--- src/rtl/if_stage_pkg.sv ---
// Shared definitions for the instruction-fetch stage. The NOP word is also
// used by the decode stage and the hazard unit.
package if_stage_pkg;

    typedef enum logic [1:0] {
        IDLE  = 2'd0,
        REQ   = 2'd1,
        HOLD  = 2'd2,
        DRAIN = 2'd3
    } fetch_state_e;

    localparam logic [31:0] PC_STEP          = 32'd4;
    localparam logic [31:0] NOP_INST_DEFAULT = 32'h0000_0000;

    // Redirect targets are word aligned; the low two address bits are ignored.
    function automatic logic [31:0] align_word(input logic [31:0] addr);
        return addr & 32'hFFFF_FFFC;
    endfunction

endpackage

--- src/rtl/if_stage_if_id_reg.sv ---
// IF/ID pipeline register: {pc, inst} with hold and flush. Flush dominates
// hold, and both reset and flush produce the {0, NOP} bubble.
module if_id_reg
    import if_stage_pkg::*;
#(
    parameter logic [31:0] NOP_INST = NOP_INST_DEFAULT
) (
    input  logic        clk,
    input  logic        rst,
    input  logic        hold,
    input  logic        flush,
    input  logic [31:0] pc_in,
    input  logic [31:0] inst_in,
    output logic [31:0] pc_out,
    output logic [31:0] inst_out
);

    logic [31:0] pc_q;
    logic [31:0] pc_d;
    logic [31:0] inst_q;
    logic [31:0] inst_d;

    always_comb begin
        pc_d   = pc_q;
        inst_d = inst_q;
        if (flush) begin
            pc_d   = 32'd0;
            inst_d = NOP_INST;
        end else if (!hold) begin
            pc_d   = pc_in;
            inst_d = inst_in;
        end
    end

    always_ff @(posedge clk or posedge rst) begin
        if (rst) begin
            pc_q   <= 32'd0;
            inst_q <= NOP_INST;
        end else begin
            pc_q   <= pc_d;
            inst_q <= inst_d;
        end
    end

    assign pc_out   = pc_q;
    assign inst_out = inst_q;

endmodule

--- src/rtl/if_stage.sv ---
// Instruction-fetch stage: owns the PC, fetches over a req/ready handshake and
// feeds the IF/ID register, honouring decode freeze and execute redirects.
module if_stage
    import if_stage_pkg::*;
#(
    parameter logic [31:0] RESET_PC = 32'h0000_0000,
    parameter logic [31:0] NOP_INST = NOP_INST_DEFAULT
) (
    input  logic        clk,
    input  logic        rst,
    input  logic        freeze,
    input  logic        branch_taken,
    input  logic [31:0] branch_address,
    output logic        imem_req,
    output logic [31:0] imem_addr,
    input  logic        imem_ready,
    input  logic [31:0] imem_rdata,
    output logic [31:0] if_id_pc,
    output logic [31:0] if_id_inst
);

    fetch_state_e state_q;
    fetch_state_e state_d;
    logic [31:0]  pc_q;
    logic [31:0]  pc_d;
    logic [31:0]  target_q;
    logic [31:0]  target_d;
    logic [31:0]  buf_q;
    logic [31:0]  buf_d;

    logic         reg_hold;
    logic         reg_flush;
    logic [31:0]  reg_pc_in;
    logic [31:0]  reg_inst_in;
    logic [31:0]  branch_target;
    logic [31:0]  pc_next_seq;

    assign branch_target = align_word(branch_address);
    assign pc_next_seq   = pc_q + PC_STEP;

    // The address is held at pc for the whole request; pc only moves on an
    // accepting edge or when a drained redirect completes.
    assign imem_req  = (state_q == REQ) || (state_q == DRAIN);
    assign imem_addr = pc_q;

    always_comb begin
        state_d     = state_q;
        pc_d        = pc_q;
        target_d    = target_q;
        buf_d       = buf_q;
        reg_flush   = 1'b0;
        reg_hold    = 1'b1;
        reg_pc_in   = if_id_pc;
        reg_inst_in = NOP_INST;

        unique case (state_q)
            IDLE: begin
                state_d  = REQ;
                reg_hold = freeze;
            end

            REQ: begin
                if (branch_taken) begin
                    reg_flush = 1'b1;
                    if (imem_ready) begin
                        pc_d = branch_target;
                    end else begin
                        target_d = branch_target;
                        state_d  = DRAIN;
                    end
                end else if (imem_ready) begin
                    if (!freeze) begin
                        reg_hold    = 1'b0;
                        reg_pc_in   = pc_next_seq;
                        reg_inst_in = imem_rdata;
                        pc_d        = pc_next_seq;
                    end else begin
                        buf_d   = imem_rdata;
                        state_d = HOLD;
                    end
                end else begin
                    reg_hold = freeze;
                end
            end

            HOLD: begin
                if (branch_taken) begin
                    reg_flush = 1'b1;
                    pc_d      = branch_target;
                    state_d   = REQ;
                end else if (!freeze) begin
                    reg_hold    = 1'b0;
                    reg_pc_in   = pc_next_seq;
                    reg_inst_in = buf_q;
                    pc_d        = pc_next_seq;
                    state_d     = REQ;
                end
            end

            DRAIN: begin
                // A redirect arriving in the same cycle as the stale word wins.
                if (branch_taken) begin
                    reg_flush = 1'b1;
                    target_d  = branch_target;
                end else begin
                    reg_hold = freeze;
                end
                if (imem_ready) begin
                    pc_d    = branch_taken ? branch_target : target_q;
                    state_d = REQ;
                end
            end

            default: begin
                state_d = IDLE;
            end
        endcase
    end

    always_ff @(posedge clk or posedge rst) begin
        if (rst) begin
            state_q  <= IDLE;
            pc_q     <= RESET_PC;
            target_q <= 32'd0;
            buf_q    <= 32'd0;
        end else begin
            state_q  <= state_d;
            pc_q     <= pc_d;
            target_q <= target_d;
            buf_q    <= buf_d;
        end
    end

    if_id_reg #(
        .NOP_INST (NOP_INST)
    ) u_if_id_reg (
        .clk      (clk),
        .rst      (rst),
        .hold     (reg_hold),
        .flush    (reg_flush),
        .pc_in    (reg_pc_in),
        .inst_in  (reg_inst_in),
        .pc_out   (if_id_pc),
        .inst_out (if_id_inst)
    );

endmodule

--- config.mk ---
export PLATFORM = sky130hd
export DESIGN_NAME = if_stage
export DESIGN_NICKNAME = d
export VERILOG_FILES = /design/src/rtl/if_stage_pkg.sv /design/src/rtl/if_stage_if_id_reg.sv /design/src/rtl/if_stage.sv
export SDC_FILE = /design/constraint.sdc
export NUM_CORES = 1
export LEC_CHECK = 0
export CAP_MARGIN = 25
export CORE_AREA = 2 2 147 221
export CTS_BUF_LIST = sky130_fd_sc_hd__clkbuf_4 sky130_fd_sc_hd__clkbuf_8
export CTS_CLUSTER_DIAMETER = 50
export DETAILED_ROUTE_END_ITERATION = 8
export DIE_AREA = 0 0 149 223
export SYNTH_ARGS = -nofsm -noshare
export SYNTH_HDL_FRONTEND = slang
export SYNTH_SLANG_ARGS = --single-unit
--- constraint.sdc ---
create_clock -name clk -period 8.87 [get_ports clk]
set_input_delay 2.661 -clock clk [delete_from_list [all_inputs] [get_ports clk]]
set_output_delay 2.661 -clock clk [all_outputs]
set_load 0.01 [all_outputs]
==> summary.txt <==
Min path
  • Worst hold path type: reg -> reg

Routing
  • Drt total wl: 24.58 mm
  • Initial drt markers: 368
  • First-pass iteration count of the detailed router: 6
  • Via density: 4.912
  • DR WL/cell: 19.16 um
  • Via count: 6,302
  • DRC viols: 0
  • Routed Antenna Nets: 0

STA
  • Fin crit share: 58.79%
  • Tightest Pin Transition: 1.044 ns
  • Hold Fails Final Rpt: 0
  • Unrepaired setup endpoints after global routing: false
  • Setup violations, final: 0
  • Min cycle time layout: 5.214 ns
  • Hold_ws: 0.4847 ns
  • Worst clock skew: 0.01143 ns
  • Post-Route Setup TNS: 0 ns
  • Max Slew Vio Count: 0
  • Max Freq: 0.1918 GHz
  • Max-slew headroom: 30.25%

Clocking
  • Postcts setup bufs: 0
  • Root Buffer: clkbuf_8
  • Reg clk slew, reported paths: 0.09 ns
  • CTS tree: yes
  • Clk sink count: 162
  • # resized after CTS: 0
  • Clock Path Buffers: 2
  • # H-tree levels: 4
  • TritonCTS Buffers: 17
  • Skew-Pair Late Insertion Delay: 0.50 ns
  • CTS Hold Buffers Added: 0

Final layout
  • Fin util: 32.38%
  • Fin nets: 936
  • Post-layout instance area: 0.01018 mm^2
  • P&R area growth vs syn: 30.94%
  • Diode count: 0
  • Share of layout cells above drive strength 1: 14.55%
  • Most frequent cells in the layout: dfrtp_1, clkdlybuf4s50_1, o21ai_0, nand2_1, mux2_2

Worst setup path
  • Setup crit end kind: flop
  • CP Max Fanout: 49
  • Startpoint Class: input pin
  • Worst Path Arrival: 5.60 ns
  • Critical path required time: 9.25 ns
  • Critical path class: in -> reg

Yosys
  • Async SR Flop Fraction: 100.0%
  • Synth unique cells: 58
  • Synthesized area: 0.007772 mm^2
  • Synth Net Count: 797
  • Mapped Cells: 723
  • Post-synth EDFFs: 0
  • Register area share after synthesis: 52.16%
  • #FFs+latches synth: 162
  • Prevailing post-synth register cell: dfrtp_1
  • Yosys warning total: 0
  • Post-Syn Area per Cell: 10.75 um^2

Floorplanning
  • Die width: 149 um
  • Starting Density: 24.73%
  • Chip height: 223 um
  • Row cnt: 80
  • Core area: 0.03143 mm^2
  • # IOs: 166
  • Die ar.: 0.03323 mm^2

Power and ir drop
  • Switching pwr: 1.173 mW
  • Seq pwr share: 41.3%
  • Switching Fraction: 38.10%
  • Pwr/cell area: 302.6 mW/mm^2
  • Combinational share of power: 40.8%
  • Maximum vdd drop: 0.1310 mV
  • P_int: 1.906 mW
  • Clk pwr share: 17.9%
  • Static leakage: 4.165 nW

GRT
  • GRT Total Usage: 15.03%
  • Largest net degree at the start of global routing: 109
  • Initial antenna violation count: 3
  • Number of global-route vias before repair: 6,309
  • First-pass GRT wire length: 37.52 mm
  • Grt total ovfl: 0

Placed design
  • Port Buffers: 163
  • Final HPWL from detailed placement: 16.76 mm
  • GPL Wtd Cong: 0.8118
  • Placed Area: 0.009774 mm^2

Job
  • Max cap viols: 0

Run status
  • Outcome: complete, no violations
## flip-flops by register name, indices dropped and copies added, names as in the netlist
name	count
u_if_id_reg.inst_out	32
u_if_id_reg.pc_out	32
target_q	32
imem_addr	32
buf_q	32
state_q	2
## metal layers
| metal | part of all wire (%) | vias to the layer above | track usage, % | wire [um] |
|---|---|---|---|---|
| met5 | 0.15 | - | 0 | 37 |
| met4 | 2.5 | 6 | 6.452 | 618 |
| met3 | 4.8 | 39 | 3.640 | 1186 |
| met2 | 53 | 168 | 26.58 | 13080 |
| met1 | 39 | 3172 | 17.07 | 9658 |
| li1 | - | 2917 | - | - |
## cell usage after synthesis, types with 9 or more instances
| master | number | share of area, % |
|---|---|---|
| and3_1 | 15 | 1.2 |
| o2bb2ai_1 | 16 | 1.8 |
| nand2_1 | 62 | 3.0 |
| dfrtp_1 | 162 | 52 |
| clkbuf_1 | 45 | 2.2 |
| a22o_1 | 29 | 3.3 |
| o21ai_0 | 64 | 4.1 |
| nand4_1 | 11 | 0.89 |
| xnor2_1 | 10 | 1.1 |
| nand3_1 | 9 | 0.58 |
| inv_1 | 13 | 0.63 |
| a22oi_1 | 36 | 3.5 |
| nor2_1 | 33 | 1.6 |
| a21oi_1 | 38 | 2.4 |
| xor2_1 | 18 | 2.0 |
| mux2_2 | 62 | 9.0 |
## path summary, 6_finish.rpt
path                                   start                    end  slack (ns)  depth (start not counted)
worst min register to register   target_q[0]            target_q[0]        0.48                          1
worst max-delay path            branch_taken          imem_addr[25]        3.66                          6
worst min-delay path             target_q[0]            target_q[0]        0.48                          1
max in group asynchronous                rst          imem_addr[30]        4.79                          4
min in group asynchronous                rst  u_if_id_reg.pc_out[1]        2.60                          2
worst max register to register    state_q[1]          imem_addr[25]        5.59                          7
## power by group through the flow
stage          sequential, mW  clock [mW]  combinational (mW)
2_1_floorplan            1.26           0               0.726
3_3_place_gp             1.28           0                1.24
3_5_place_dp             1.28           0                1.27
4_1_cts                  1.27       0.575                1.27
5_1_grt                  1.31       0.601                1.37
6_report                 1.27       0.550                1.26
## worst max-delay path, stage by stage
cell	delay, ns
buf_2	0.74
inv_1	0.67
nand2_1	0.97
or3_1	0.21
mux2i_1	0.06
a211o_1	0.26
## final cells by class
class	instances	area, um^2
Fill cell	3256	21250
Clock inverter	10	112.6
Sequential cell	162	4054
Timing Repair Buffer	176	1752
Inverter	15	61.31
Tap cell	410	513.0
Clock buffer	20	262.8
Multi-Input combinational cell	490	3422
## metrics by stage
step / power (mW) / cells / setup slack, ns
floorplan: 1.984 / 723 / 1.832
global placement: 2.512 / 1251 / 3.196
detailed placement: 2.550 / 1252 / 3.155
CTS: 3.116 / 1282 / 3.708
global route: 3.282 / 1283 / 3.412
finish: 3.079 / 1283 / 3.656
## cells by family (layout without fill, tap and decap cells)
kind of cell,after synthesis,count (layout),synth area share [%]
AO/OA/AOI/OAI,224,224,19.04
XOR/XNOR,28,28,3.155
adder cells (fa/ha/maj),5,5,0.8049
buffers and inverters,71,221,3.976
flip-flops,162,162,52.16
multiplexers,68,68,9.771
AND/OR/NAND/NOR,165,165,11.09
(Power assumes the default switching activity.)
